==> config.mk <==
export PLATFORM = sky130hd
export DESIGN_NAME = riscv_mem_arbiter
export DESIGN_NICKNAME = d
export VERILOG_FILES = /design/src/rtl/riscv_mem_arb_pkg.sv /design/src/rtl/riscv_mem_arb_prio.sv /design/src/rtl/riscv_mem_arbiter.sv
export SDC_FILE = /design/constraint.sdc
export NUM_CORES = 1
export LEC_CHECK = 0
export BUFFER_PORTS_ARGS = -buffer_cell sky130_fd_sc_hd__buf_4
export CAP_MARGIN = 20
export CORE_AREA = 2 2 109 111
export CTS_CLUSTER_DIAMETER = 100
export CTS_CLUSTER_SIZE = 8
export DETAILED_ROUTE_END_ITERATION = 8
export DIE_AREA = 0 0 111 113
export HOLD_SLACK_MARGIN = 0.03
export PLACE_DENSITY = 0.78
export SLEW_MARGIN = 30
export SYNTH_ARGS = -nofsm -noshare
export SYNTH_HDL_FRONTEND = slang
export SYNTH_SLANG_ARGS = --single-unit
==> constraint.sdc <==
create_clock -name clk -period 3.4 [get_ports clk]
set_input_delay 0 -clock clk [delete_from_list [all_inputs] [get_ports clk]]
set_output_delay 0 -clock clk [all_outputs]
set_load 0.005 [all_outputs]
==> src/rtl/riscv_mem_arb_pkg.sv <==
// Shared types for the fetch/data memory arbiter.
// Optional feature macro used by the top: RISCV_MEM_ARB_TIMEOUT_EN.
package riscv_mem_arb_pkg;

  typedef enum logic [1:0] {
    IDLE = 2'd0,
    REQ  = 2'd1,
    RESP = 2'd2
  } arb_state_e;

  typedef enum logic {
    OWNER_I = 1'b0,
    OWNER_D = 1'b1
  } arb_owner_e;

  typedef struct packed {
    logic [31:0] addr;
    logic [31:0] wdata;
    logic [3:0]  be;
    logic        we;
  } mem_req_t;

  function automatic mem_req_t build_req(input logic [31:0] addr, input logic [31:0] wdata,
                                         input logic [3:0] be, input logic we);
    mem_req_t r;
    r.addr  = addr;
    r.wdata = wdata;
    r.be    = be;
    r.we    = we;
    return r;
  endfunction

endpackage

==> src/rtl/riscv_mem_arb_prio.sv <==
// Winner select for the arbiter: data has priority, fetch is forced
// through after STARVE_LIMIT consecutive data wins over a pending fetch.
module riscv_mem_arb_prio #(
  parameter int STARVE_LIMIT = 4
) (
  input  logic clk,
  input  logic rst,
  input  logic accept,
  input  logic i_req,
  input  logic d_req,
  output logic grant_i,
  output logic grant_d
);

  localparam int CW = $clog2(STARVE_LIMIT + 1);
  localparam logic [CW-1:0] LIMIT_C = CW'(STARVE_LIMIT);

  logic [CW-1:0] starve_cnt_r;
  logic          starved_s;

  // Combinational winner select, only while the FSM can accept.
  always_comb begin
    starved_s = (starve_cnt_r == LIMIT_C);
    grant_i   = 1'b0;
    grant_d   = 1'b0;
    if (accept) begin
      if (i_req && (!d_req || starved_s)) begin
        grant_i = 1'b1;
      end else if (d_req) begin
        grant_d = 1'b1;
      end else begin
        grant_d = 1'b0;
      end
    end else begin
      grant_i = 1'b0;
    end
  end

  // Count data wins over a waiting fetch; saturates at the limit.
  always_ff @(posedge clk) begin
    if (rst) begin
      starve_cnt_r <= '0;
    end else if (grant_i) begin
      starve_cnt_r <= '0;
    end else if (grant_d && i_req && !starved_s) begin
      starve_cnt_r <= starve_cnt_r + CW'(1);
    end else begin
      starve_cnt_r <= starve_cnt_r;
    end
  end

endmodule

==> src/rtl/riscv_mem_arbiter.sv <==
// Single-outstanding arbiter sharing the cache port between IF and MEM.
// Define RISCV_MEM_ARB_TIMEOUT_EN to abort a response that never arrives.
module riscv_mem_arbiter
  import riscv_mem_arb_pkg::*;
#(
  parameter int STARVE_LIMIT   = 4,
  parameter int TIMEOUT_CYCLES = 64
) (
  input  logic        clk,
  input  logic        rst,
  input  logic        i_req,
  input  logic [31:0] i_addr,
  output logic        i_gnt,
  output logic        i_rvalid,
  output logic        i_err,
  output logic [31:0] i_rdata,
  input  logic        d_req,
  input  logic        d_we,
  input  logic [31:0] d_addr,
  input  logic [31:0] d_wdata,
  input  logic [3:0]  d_be,
  output logic        d_gnt,
  output logic        d_rvalid,
  output logic        d_err,
  output logic [31:0] d_rdata,
  output logic        mem_req,
  output logic        mem_we,
  output logic [31:0] mem_addr,
  output logic [31:0] mem_wdata,
  output logic [3:0]  mem_be,
  input  logic        mem_gnt,
  input  logic        mem_rvalid,
  input  logic [31:0] mem_rdata,
  output logic        mem_abort
);

  arb_state_e state_r, state_nxt_s;
  arb_owner_e owner_r;
  mem_req_t   payload_r;
  logic       accept_s, grant_i_s, grant_d_s, resp_fire_s, timeout_s;

  assign accept_s    = (state_r == IDLE) && !rst;
  assign resp_fire_s = (state_r == RESP) && mem_rvalid && !rst;

  riscv_mem_arb_prio #(.STARVE_LIMIT(STARVE_LIMIT)) u_prio (
    .clk     (clk),
    .rst     (rst),
    .accept  (accept_s),
    .i_req   (i_req),
    .d_req   (d_req),
    .grant_i (grant_i_s),
    .grant_d (grant_d_s)
  );

`ifdef RISCV_MEM_ARB_TIMEOUT_EN
  localparam int TW = $clog2(TIMEOUT_CYCLES + 1);
  logic [TW-1:0] tmo_cnt_r;

  // A real mem_rvalid in the expiry cycle takes precedence over the abort.
  assign timeout_s = (state_r == RESP) && !mem_rvalid && !rst &&
                     (tmo_cnt_r == TW'(TIMEOUT_CYCLES - 1));

  // Counts RESP cycles spent waiting for a response.
  always_ff @(posedge clk) begin
    if (rst) begin
      tmo_cnt_r <= '0;
    end else if ((state_r == RESP) && !mem_rvalid && !timeout_s) begin
      tmo_cnt_r <= tmo_cnt_r + TW'(1);
    end else begin
      tmo_cnt_r <= '0;
    end
  end
`else
  assign timeout_s = 1'b0;
`endif

  // Next-state logic for the request/response sequence.
  always_comb begin
    state_nxt_s = state_r;
    case (state_r)
      IDLE:    state_nxt_s = (grant_i_s || grant_d_s) ? REQ : IDLE;
      REQ:     state_nxt_s = mem_gnt ? RESP : REQ;
      RESP:    state_nxt_s = (resp_fire_s || timeout_s) ? IDLE : RESP;
      default: state_nxt_s = IDLE;
    endcase
  end

  // State and owner registers.
  always_ff @(posedge clk) begin
    if (rst) begin
      state_r <= IDLE;
      owner_r <= OWNER_I;
    end else begin
      state_r <= state_nxt_s;
      if (grant_d_s || grant_i_s) begin
        owner_r <= grant_d_s ? OWNER_D : OWNER_I;
      end else begin
        owner_r <= owner_r;
      end
    end
  end

  // Payload latch; fetches are full-word reads.
  always_ff @(posedge clk) begin
    if (grant_d_s) begin
      payload_r <= build_req(d_addr, d_wdata, d_be, d_we);
    end else if (grant_i_s) begin
      payload_r <= build_req(i_addr, 32'h0000_0000, 4'hF, 1'b0);
    end else begin
      payload_r <= payload_r;
    end
  end

  // Grant, downstream request and response routing to the owner.
  always_comb begin
    i_gnt     = grant_i_s;
    d_gnt     = grant_d_s;
    mem_req   = (state_r == REQ);
    mem_addr  = payload_r.addr;
    mem_wdata = payload_r.wdata;
    mem_be    = payload_r.be;
    mem_we    = payload_r.we;
    mem_abort = timeout_s;
    i_rvalid  = 1'b0;
    i_err     = 1'b0;
    i_rdata   = 32'h0000_0000;
    d_rvalid  = 1'b0;
    d_err     = 1'b0;
    d_rdata   = 32'h0000_0000;
    if (resp_fire_s || timeout_s) begin
      if (owner_r == OWNER_D) begin
        d_rvalid = 1'b1;
        d_err    = timeout_s;
        d_rdata  = resp_fire_s ? mem_rdata : 32'h0000_0000;
      end else begin
        i_rvalid = 1'b1;
        i_err    = timeout_s;
        i_rdata  = resp_fire_s ? mem_rdata : 32'h0000_0000;
      end
    end else begin
      d_rvalid = 1'b0;
    end
  end

endmodule

After elaboration in Yosys (flattened, before gate mapping) --
Index checks and enable logic that the tools add are counted. W data, S select, Z words.
Storage, ports and cells: word-level logic and storage cells 45, register bits 75, bits of input ports 139, output and inout port bits 141
Operators by class: eq/ne operators 3, $add $sub $neg 1, multiplexer cells 20, reductions and logical operators 14
Operator list (count):
- $mux W69 | 2
- $mux W32 | 4
- $mux W1 | 11
- $logic_and A1 B1 Y1 | 6
- $pmux W2 S3 | 1
- $mux W2 | 2
- $add A3 B1 Y3 const B | 1
- $eq A3 B3 Y1 const B | 1
- $logic_not A1 Y1 | 3
- $eq A2 B1 Y1 const B | 1
- $eq A2 B2 Y1 const B | 1
- $logic_not A2 Y1 | 1
- $logic_or A1 B1 Y1 | 2
- $reduce_bool A2 Y1 | 1
- $reduce_or A2 Y1 | 1

Depth between registers and ports, before layout --
Gate-level depths: netlist of the first run.
depth after elaboration 8, depth in mapped cells 6, depth with buffers taken out 5

Modules after synthesis --
A second synthesis of the first run with hierarchy kept.
Unflattened totals: cell total of the unflattened synthesis 304, area, all modules 3584.7 µm²
Modules (own cells, without submodules):
- riscv_mem_arbiter | seq. area each 2132.0 µm², area each 3375.7 µm², times used 1, cells each 278
- riscv_mem_arb_prio | seq. area each 60.1 µm², area each 209.0 µm², times used 1, cells each 26

Least setup slack after synthesis of the first run --
OpenSTA, ideal clock, no wires.
path type flip-flop to flip-flop, from register state_r[0], to register payload_r, in the netlist mem_addr[0], enable pin, setup slack 463 ps, buffers on the path 1, arrival 2508 ps, stages on the path, launching flop included 4, path through dfxtp_1 -> buf_2 -> or4b_1 -> nand2_1
Between the ends: longest elaborated chain between the ends 4, elaborated cells between the ends (all ways) 5, those cells by class mux: 2; reduce/logical: 3
Ends and longest elaborated chain:
- start: declaration | line riscv_mem_arbiter.sv:37 | arb_state_e state_r, state_nxt_s;
- start signal: assignment | line riscv_mem_arbiter.sv:94 | state_r <= state_nxt_s;
- $logic_not A2 Y1 (*) | line riscv_mem_arbiter.sv:42 | assign accept_s = (state_r == IDLE) && !rst;
- $logic_and A1 B1 Y1 (*) | line riscv_mem_arbiter.sv:42
- $mux W1 | line riscv_mem_arb_prio.sv:26 | if (accept) begin
- $reduce_bool A2 Y1 (no source line) (*)
- end signal: assignment | line riscv_mem_arbiter.sv:106 | payload_r <= build_req(d_addr, d_wdata, d_be, d_we);
- end signal: assignment | line riscv_mem_arbiter.sv:108 | payload_r <= build_req(i_addr, 32'h0000_0000, 4'hF, 1'b0);
- end signal: assignment | line riscv_mem_arbiter.sv:110 | payload_r <= payload_r;
- end: declaration | line riscv_mem_arbiter.sv:39 | mem_req_t payload_r;
Mark *: on every way between the ends. The rest lies on a longest branch, timed or not. A chain may end at the register's enable or synchronous reset.

Worst setup path in the final report of the first run --
from register state_r[0], to register payload_r, in the netlist mem_addr[3], data pin
Between the ends: longest elaborated chain between the ends 4
Ends and longest elaborated chain:
- $logic_not A2 Y1 | line riscv_mem_arbiter.sv:42
- $logic_and A1 B1 Y1 | line riscv_mem_arbiter.sv:42
- $mux W1 | line riscv_mem_arb_prio.sv:26
- $mux W69 | line riscv_mem_arbiter.sv:105 | if (grant_d_s) begin
No other way between the ends.

==> results.py, run 1 <==
metrics = {
    "floorplanning": {
        "die_h_um": 113,
        "rows": 39,
        "die_x_um": 111,
        "ios": 280,
        "initial_core_util_pct": 31.4,
        "core_area_um2": 11300,
        "die_area_um2": 12500,
    },
    "placement": {
        "dp.cells": 668,
        "routabilityCongestion": 0.795,
        "dp_hpwl_um": 8490,
        "pre_cts_ws_ns": 1.18,
        "place.port_buffers": 276,
    },
    "power": {
        "p_clk_share_pct": 38.7,
        "p_per_area_nw_per_um2": 368,
        "intPower_mw": 2.07,
        "swShare_pct": 20.8,
        "vdd_drop_max_uv": 265,
        "p_leak_nw": 3.19,
        "finalPower_mw": 2.62,
        "p_switching_mw": 0.545,
        "p_comb_share_pct": 18.5,
        "power_frac_seq_pct": 42.9,
    },
    "synthesis": {
        "synth_cell_types": 32,
        "synth.avg_cell_area_um2": 13.5,
        "netlist_area_um2": 3540,
        "synth_warnings": 0,
        "yosys_register_bits": 75,
        "yosysSeqAreaShare_pct": 62.0,
        "syn_inst": 262,
    },
    "worst_setup_path": {
        "path_cells": "or4b_4 > a21oi_4 > buf_12 > mux2_2 > dlygate4sd3_1",
        "critical_path_buf_inv_count": 2,
        "reg2reg_slack_ns": 0.68,
        "arrival_ns": 2.78,
        "reg2reg_to": "mem_addr[3]$_DFFE_PP_",
        "reg2reg_depth": 5,
        "path_depth": 5,
        "end_kind": "flip-flop",
        "cp-start-kind": "flip-flop",
        "crit_start": "state_r[0]$_SDFF_PP0_",
        "worstPathRequired_ns": 3.46,
        "cpPeakStageDelay_ns": 0.61,
        "timing.rr.start": "state_r[0]$_SDFF_PP0_",
        "cp_slowest_cell": "or4b_4",
        "critPathCapture": "mem_addr[3]$_DFFE_PP_",
        "crit_fanout": 70,
        "critPathKind": "reg2reg",
        "cpLargestDelayFamily": "buffers and inverters",
    },
    "final_layout": {
        "post-route-util_pct": 63.2,
        "layout.nets": 783,
        "final_cell_mix": "278 x buf_4, 106 x dlygate4sd3_1, 98 x and2_1",
        "nFillCells": 824,
        "final_cells": 790,
        "drive_gt1_share_pct": 51.0,
        "diodes": 0,
        "syn_to_final_growth_pct": 101,
        "mostFrequentLayoutCell": "buf_4",
    },
    "routing": {
        "finalWirelength_um": 12700,
        "drc": 0,
        "avgViaCountPerCell": 4.41,
        "wire_per_inst_um": 16.0,
        "drt_iter0_markers": 121,
        "vias": 3481,
        "drt-pass1-iter-count": 4,
        "ant_nets": 0,
    },
    "clocking": {
        "clk_latency_ns": 0.32,
        "cts_buffer_depth": 2,
        "post_cts_buffers": 0,
        "htree_levels": 3,
        "cts_resized": 0,
        "cts_tree": "done",
        "cts_root_buffer": "clkbuf_16",
        "cts.clk_slew.worst_paths_ns": 0.06,
        "cts_sinks": 75,
        "numCtsBuffers": 9,
    },
    "sta": {
        "fin_worst_skew_ns": 0.00954,
        "fin_crit_sh_pct": 80.0,
        "worstMarginPinSlew_ns": 0.907,
        "relSlewSlack_pct": 39.5,
        "fin_crit_ns": 2.72,
        "layout_setup_ws_ns": 0.680,
        "drv_slew": 0,
        "setup_viol": 0,
        "rsz0062_at_grt": "false",
        "setup_tns_ns": 0,
        "max_freq_mhz": 368,
        "hold_violations": 0,
    },
    "global_route": {
        "overflow": 0,
        "grt_pass1_wl_um": 19800,
        "grtUsageMet2_pct": 39.9,
        "antenna_found_initial": 0,
        "grt-busiest-layer": "met2",
        "grtUsageTotal_pct": 20.1,
        "use_met3_pct": 5.30,
        "met1_usage_pct": 19.8,
        "grt_pass1_vias": 3849,
        "grt_max_degree": 71,
    },
    "flow_run": {
        "cap_violations": 0,
    },
    "status": {
        "status": "completed",
    },
    "worst_hold_path": {
        "min_path_type": "in2reg",
    },
}
state kept, by name, summed over array words and instances (netlist names):
register / count
mem_addr: 32
state_r: 2
mem_wdata: 32
owner_r: 1
u_prio.starve_cnt_r: 3
mem_we: 1
mem_be: 4
per-stage QoR:
stage / hold slack, ns / cell area [um^2]
CTS: 0.0508 / 7120
detailed placement: 0.230 / 5740
global placement: 0.226 / 5740
global route: 0.0679 / 7120
finish: 0.0538 / 7120
floorplan: 0.0856 / 3540
per-layer routing:
metal | part of all wire [%] | vias to the layer above
li1 | - | 1662
met1 | 34 | 1629
met2 | 55 | 175
met3 | 8.4 | 15
met4 | 1.9 | 0
met5 | 0 | -
power by group through the flow:
| stage | sequential [mW] | combinational, mW | clock (mW) |
|---|---|---|---|
| global route | 1.13 | 0.519 | 1.07 |
| detailed placement | 1.14 | 0.368 | 0 |
| CTS | 1.12 | 0.481 | 1.03 |
| global placement | 1.14 | 0.357 | 0 |
| floorplan | 1.15 | 0.110 | 0 |
| finish | 1.12 | 0.483 | 1.01 |
logic make-up (layout without fill, tap and decap cells):
group,Yosys count,in the layout,synth area share (%)
AO/OA/AOI/OAI,10,10,2.12
adder cells (fa/ha/maj),2,2,0.707
buffers and inverters,21,404,3.36
flip-flops,75,75,62.0
multiplexers,32,32,10.2
other,1,3,0.106
AND/OR/NAND/NOR,121,121,21.5
final cells by class:
type	instances	area [um^2]	share of cell area (%)
sequential	75	2190	30.8
timing repair buffer	385	3170	44.5
inverter	3	11.3	0.158
multi-input combinational	168	1250	17.6
clock inverter	5	77.6	1.09
clock buffer	11	243	3.41
tap	143	179	2.51
cells in the mapped netlist:
cell type	count	area, um^2
edfxtp_1	69	2070
a21bo_2	1	10.0
nand2b_1	4	25.0
mux2_1	2	22.5
nand2_1	2	7.51
nor3_1	2	10.0
conb_1	1	3.75
or4b_4	1	13.8
buf_4	4	30.0
o31ai_1	1	7.51
buf_2	2	10.0
inv_1	3	11.3
a2111oi_0	1	8.76
o21ai_0	1	5.00
nor2b_1	1	6.26
mux2_2	30	338
dfxtp_1	6	120
and2_1	98	613
a21oi_4	1	16.3
nand3_1	1	5.00
ha_1	2	25.0
a21oi_1	4	20.0
nor4b_1	1	8.76
nand4b_1	1	8.76
nand3b_1	1	7.51
nor3b_1	3	22.5
or4b_1	1	10.0
buf_6	3	33.8
or3_1	2	12.5
a211oi_1	1	7.51
nor2_1	3	11.3
clkbuf_1	9	33.8
worst min-delay path by stage:
stage                       start               endpoint  slack, ns  cells past startpoint
after floorplan             i_req                  i_gnt       0.09                      2
after global placement    mem_gnt  state_r[0]$_SDFF_PP0_       0.23                      2
after detailed placement  mem_gnt  state_r[0]$_SDFF_PP0_       0.23                      2
after CTS                   d_req   owner_r$_SDFFE_PP0P_       0.05                      3
after global routing        d_req   owner_r$_SDFFE_PP0P_       0.07                      3
final                       d_req   owner_r$_SDFFE_PP0P_       0.05                      3
worst reg2reg max path: stages (launching register included):
cell           delay [ns]
dfxtp_1              0.40
or4b_4               0.61
a21oi_4              0.16
buf_12               0.30
mux2_2               0.41
dlygate4sd3_1        0.58
repair_timing:
item                       in CTS  in global routing
hold buffers                  106                  0
setup endpoints to repair       0                  0
hold endpoints to repair       74                  0
No activity file was read; power rests on OpenSTA's default activity.
==> run 2, diff against run 1 <==
==> constraint.sdc (replaced) <==
create_clock -name clk -period 2.8 [get_ports clk]
set_input_delay 0 -clock clk [delete_from_list [all_inputs] [get_ports clk]]
set_output_delay 0 -clock clk [all_outputs]
set_load 0.005 [all_outputs]
==> run 2 against run 1 <==
Against the previous run:
- clock power about the same
- hold slack improved by 0.020 ns
- cell area decreased by 0.56%
- worst setup slack got worse by 0.59 ns
- clock-buffer cell count unchanged
- critical endpoint is now mem_addr[15]$_DFFE_PP_
==> results.py, run 2 (synthesis gave the netlist of run 1 again) <==
metrics = {
    "placement": {
        "routabilityCongestion": 0.844,
        "place.port_buffers": 276,
        "dp.cells": 669,
        "dp_hpwl_um": 8570,
    },
    "worst_setup_path": {
        "arrival_ns": 2.77,
        "cp-start-kind": "flip-flop",
        "end_kind": "flip-flop",
        "path_cells": "or4b_4 > a21oi_4 > buf_12 > mux2_2 > dlygate4sd3_1",
        "cpLargestDelayFamily": "buffers and inverters",
        "critical_path_buf_inv_count": 2,
        "crit_fanout": 70,
        "cpPeakStageDelay_ns": 0.61,
        "worstPathRequired_ns": 2.86,
        "cp_slowest_cell": "or4b_4",
        "critPathKind": "reg2reg",
    },
    "floorplanning": {
        "initial_core_util_pct": 31.4,
        "core_area_um2": 11300,
        "die_h_um": 113,
        "die_x_um": 111,
        "ios": 280,
        "rows": 39,
        "die_area_um2": 12500,
    },
    "worst_hold_path": {
        "min_path_type": "in2reg",
    },
    "power": {
        "p_leak_nw": 3.17,
        "p_per_area_nw_per_um2": 415,
        "vdd_drop_max_uv": 323,
    },
    "sta": {
        "max_freq_mhz": 368,
        "fin_crit_sh_pct": 96.9,
        "setup_viol": 0,
        "drv_slew": 0,
        "fin_worst_skew_ns": 0.00813,
        "fin_crit_ns": 2.71,
        "setup_tns_ns": 0,
        "hold_violations": 0,
        "rsz0062_at_grt": "false",
    },
    "clocking": {
        "htree_levels": 3,
        "cts_tree": "done",
        "cts_sinks": 75,
        "cts.clk_slew.worst_paths_ns": 0.06,
        "cts_resized": 0,
        "cts_root_buffer": "clkbuf_16",
        "cts_buffer_depth": 2,
        "clk_latency_ns": 0.32,
        "numCtsBuffers": 9,
    },
    "global_route": {
        "overflow": 0,
        "grt_pass1_vias": 3787,
        "grtUsageTotal_pct": 19.6,
        "antenna_found_initial": 0,
        "grt_max_degree": 71,
        "grt_pass1_wl_um": 19200,
    },
    "routing": {
        "vias": 3493,
        "drc": 0,
        "finalWirelength_um": 12400,
        "drt-pass1-iter-count": 6,
        "drt_iter0_markers": 120,
        "wire_per_inst_um": 15.7,
        "ant_nets": 0,
        "avgViaCountPerCell": 4.42,
    },
    "final_layout": {
        "syn_to_final_growth_pct": 100,
        "drive_gt1_share_pct": 50.7,
        "final_cell_mix": "278 x buf_4, 107 x dlygate4sd3_1, 98 x and2_1",
        "diodes": 0,
        "final_cells": 790,
        "mostFrequentLayoutCell": "buf_4",
        "layout.nets": 785,
    },
    "flow_run": {
        "cap_violations": 0,
    },
    "status": {
        "status": "completed",
    },
}
==> run 2: changes by cell type in the layout (fill, tap and decap cells not counted), sizes merged <==
cell | before | now
buf | 279 | 280
dlygate4sd3 | 106 | 107
bufinv | 2 | 0
==> run 2: layer usage <==
metal / wire length [um] / track usage, % / share of wire (%) / vias up
li1: - / - / - / 1670
met1: 4490 / 20.5 / 36 / 1615
met2: 6720 / 37.5 / 54 / 185
met3: 907 / 4.50 / 7.3 / 23
met4: 312 / 8.58 / 2.5 / 0
met5: 0 / 0 / 0 / -
==> run 2: layout make-up <==
type / instances / area, um^2
Timing Repair Buffer: 387 / 3200
Inverter: 3 / 11.3
Clock inverter: 3 / 17.5
Tap cell: 143 / 179
Fill cell: 848 / 4190
Sequential cell: 75 / 2190
Clock buffer: 11 / 233
Multi-Input combinational cell: 168 / 1250
==> run 2: worst paths after layout <==
check / startpoint / to / slack, ns / depth (start not counted)
min: i_req / owner_r$_SDFFE_PP0P_ / 0.07 / 3
min reg2reg: u_prio.starve_cnt_r[0]$_SDFFE_PP0P_ / u_prio.starve_cnt_r[0]$_SDFFE_PP0P_ / 0.48 / 1
max reg2reg: state_r[0]$_SDFF_PP0_ / mem_addr[15]$_DFFE_PP_ / 0.09 / 5
max: state_r[0]$_SDFF_PP0_ / mem_addr[15]$_DFFE_PP_ / 0.09 / 5
==> run 2: report_power, final <==
part	total, mW	switching [mW]	internal [mW]	leakage, nW
clock network	0.982	0.395	0.586	0.121
registers	1.36	0.0313	1.33	0.703
logic	0.595	0.204	0.391	2.35
total	2.94	0.631	2.31	3.17
==> run 2: worst reg2reg max path, delay by kind of cell (launching register included) <==
family,cells,cell delay (ns)
buffers and inverters,2,0.88
AND/OR/NAND/NOR,1,0.61
flip-flops,1,0.40
multiplexers,1,0.40
AO/OA/AOI/OAI,1,0.15
==> run 2: metrics by stage <==
stage / hold WS [ns] / utilization [%] / instance area [um^2] / worst slack (ns) / total power, mW
after detailed placement: 0.239 / 51.1 / 5760 / 0.684 / 1.84
after CTS: 0.0645 / 62.8 / 7080 / 0.115 / 2.97
after global placement: 0.228 / 51.1 / 5760 / 0.743 / 1.82
after global routing: 0.0897 / 62.8 / 7080 / 0.00539 / 3.06
after floorplan: 0.0856 / - / 3550 / 0.507 / 1.52
final: 0.0735 / 62.8 / 7080 / 0.0854 / 2.94
==> run 2: what timing repair did <==
item	CTS	global route
hold endpoints to repair	74	0
setup buffers	0	0
hold buffers	107	0
==> run 3, diff against run 2 <==
--- a/config.mk
+++ b/config.mk
@@ -5,15 +5,15 @@
 export SDC_FILE = /design/constraint.sdc
 export NUM_CORES = 1
 export LEC_CHECK = 0
-export BUFFER_PORTS_ARGS = -buffer_cell sky130_fd_sc_hd__buf_4
 export CAP_MARGIN = 20
-export CORE_AREA = 2 2 109 111
+export CORE_AREA = 2 2 110 112
 export CTS_CLUSTER_DIAMETER = 100
 export CTS_CLUSTER_SIZE = 8
 export DETAILED_ROUTE_END_ITERATION = 8
-export DIE_AREA = 0 0 111 113
+export DIE_AREA = 0 0 112 114
+export DONT_BUFFER_PORTS = 1
 export HOLD_SLACK_MARGIN = 0.03
-export PLACE_DENSITY = 0.78
+export PLACE_DENSITY = 0.56
 export SLEW_MARGIN = 30
 export SYNTH_ARGS = -nofsm -noshare
 export SYNTH_HDL_FRONTEND = slang
==> run 3 against run 2 <==
Against the previous run:
- the run now fails in clock tree synthesis (4_1_cts)
- synthesized cell count unchanged
- area after synthesis unchanged
==> results.py, run 3 <==
metrics = {
    "synthesis": {
        "synth_warnings": 0,
        "synth-edff-count": 69,
        "synth.avg_cell_area_um2": 13.5,
        "synth_most_common_cell": "and2_1",
        "yosys_register_bits": 75,
        "syn_inst": 262,
        "yosys-top-cells-area": "edfxtp_1 59%, and2_1 17%, mux2_2 9.6%",
        "netlist_area_um2": 3540,
        "synth_cell_types": 32,
        "synthArstFlopShare_pct": 0,
        "netlist.area_leader.share_pct": 58.6,
        "yosysSeqAreaShare_pct": 62.0,
        "ys.flop_type": "edfxtp_1",
        "synth_common_cells": "98 x and2_1, 69 x edfxtp_1, 30 x mux2_2",
        "yosysTopAreaCell": "edfxtp_1",
    },
    "status": {
        "haltStage": "clock tree synthesis (4_1_cts)",
        "status": "did not finish",
        "error": "[ERROR RSZ-0060] Max buffer count reached.",
    },
    "clocking": {
        "cts_root_buffer": "clkbuf_16",
        "htree_levels": 3,
        "cts_resized": 0,
        "cts_buffer_depth": 2,
        "post_cts_buffers": 0,
        "numCtsBuffers": 9,
        "cts_sinks": 75,
        "hold_buffers": 101,
    },
    "floorplanning": {
        "die_x_um": 112,
        "rows": 40,
        "ios": 280,
        "initial_core_util_pct": 30.2,
        "die_h_um": 114,
    },
    "placement": {
        "place.port_buffers": 0,
        "pre_cts_ws_ns": 0.678,
        "dp.cells": 397,
        "routabilityCongestion": 0.728,
        "dp_hpwl_um": 6600,
    },
}
==> run 3: cell counts after synthesis <==
No cell type changed its count.
==> run 3: stage by stage <==
step / hold WS, ns / instance area, um^2 / util [%]
after detailed placement: 0.0427 / 3690 / 31.5
after global placement: 0.0426 / 3690 / 31.5
after floorplan: 0.0856 / 3550 / -
==> run 3: cell families after synthesis <==
family / count (synthesis) / synth area share (%)
adder cells (fa/ha/maj): 2 / 0.707
flip-flops: 75 / 62.0
AND/OR/NAND/NOR: 121 / 21.5
multiplexers: 32 / 10.2
AO/OA/AOI/OAI: 10 / 2.12
other: 1 / 0.106
buffers and inverters: 21 / 3.36
==> run 4, diff against run 3 <==
--- a/config.mk
+++ b/config.mk
@@ -6,14 +6,11 @@
 export NUM_CORES = 1
 export LEC_CHECK = 0
 export CAP_MARGIN = 20
-export CORE_AREA = 2 2 110 112
-export CTS_CLUSTER_DIAMETER = 100
-export CTS_CLUSTER_SIZE = 8
+export CORE_AREA = 2 2 109 111
 export DETAILED_ROUTE_END_ITERATION = 8
-export DIE_AREA = 0 0 112 114
+export DIE_AREA = 0 0 111 113
 export DONT_BUFFER_PORTS = 1
-export HOLD_SLACK_MARGIN = 0.03
-export PLACE_DENSITY = 0.56
+export PLACE_DENSITY_LB_ADDON = 0.15
 export SLEW_MARGIN = 30
 export SYNTH_ARGS = -nofsm -noshare
 export SYNTH_HDL_FRONTEND = slang
==> run 4 against run 3 <==
Against the previous run:
- the run again fails in clock tree synthesis (4_1_cts)
- synthesized cell count stayed put
- area after synthesis stayed put
==> results.py, run 4 <==
metrics = {
    "status": {
        "status": "did not finish",
        "haltStage": "clock tree synthesis (4_1_cts)",
        "error": "[ERROR RSZ-0060] Max buffer count reached.",
    },
    "synthesis": {
        "synth_most_common_cell": "and2_1",
        "synth_mux_area_share_pct": 10.2,
        "synth_compound_area_share_pct": 2.12,
        "yosysSeqAreaShare_pct": 62.0,
        "synth-edff-count": 69,
        "synth.avg_cell_area_um2": 13.5,
        "synth_warnings": 0,
        "synth_cell_types": 32,
        "netlist.area_leader.share_pct": 58.6,
        "syn_inst": 262,
        "synthAdderAreaFrac_pct": 0.707,
        "synthArstFlopShare_pct": 0,
        "synth_common_cells": "98 x and2_1, 69 x edfxtp_1, 30 x mux2_2",
        "synth_xor_area_share_pct": 0,
        "netlist_area_um2": 3540,
        "synth-simple-area-share_pct": 21.5,
        "yosysTopAreaCell": "edfxtp_1",
        "synth_top_family_by_area": "simple AND/OR/NAND/NOR gates",
        "ys.flop_type": "edfxtp_1",
        "yosys-top-cells-area": "edfxtp_1 59%, and2_1 17%, mux2_2 9.6%",
        "yosys_register_bits": 75,
    },
    "clocking": {
        "cts_resized": 0,
        "cts_sinks": 75,
        "hold_buffers": 101,
        "post_cts_buffers": 0,
        "cts_root_buffer": "clkbuf_16",
        "cts_buffer_depth": 2,
        "htree_levels": 3,
        "numCtsBuffers": 9,
    },
    "placement": {
        "place.port_buffers": 0,
        "dp_hpwl_um": 6350,
        "pre_cts_ws_ns": 0.675,
        "place_area_um2": 3700,
        "routabilityCongestion": 0.808,
    },
    "floorplanning": {
        "die_x_um": 111,
        "ios": 280,
        "rows": 39,
        "initial_core_util_pct": 31.4,
        "die_h_um": 113,
    },
}
-- run 4: kinds of logic after synthesis --
family          count (synthesis)
buf+inv                        21
flops                          75
fa+ha+maj                       2
simple gates                  121
mux                            32
other cells                     1
compound gates                 10
-- run 4: stage by stage --
step / std cells / util [%]
global placement: 394 / 32.8
detailed placement: 394 / 32.8
floorplan: 264 / -
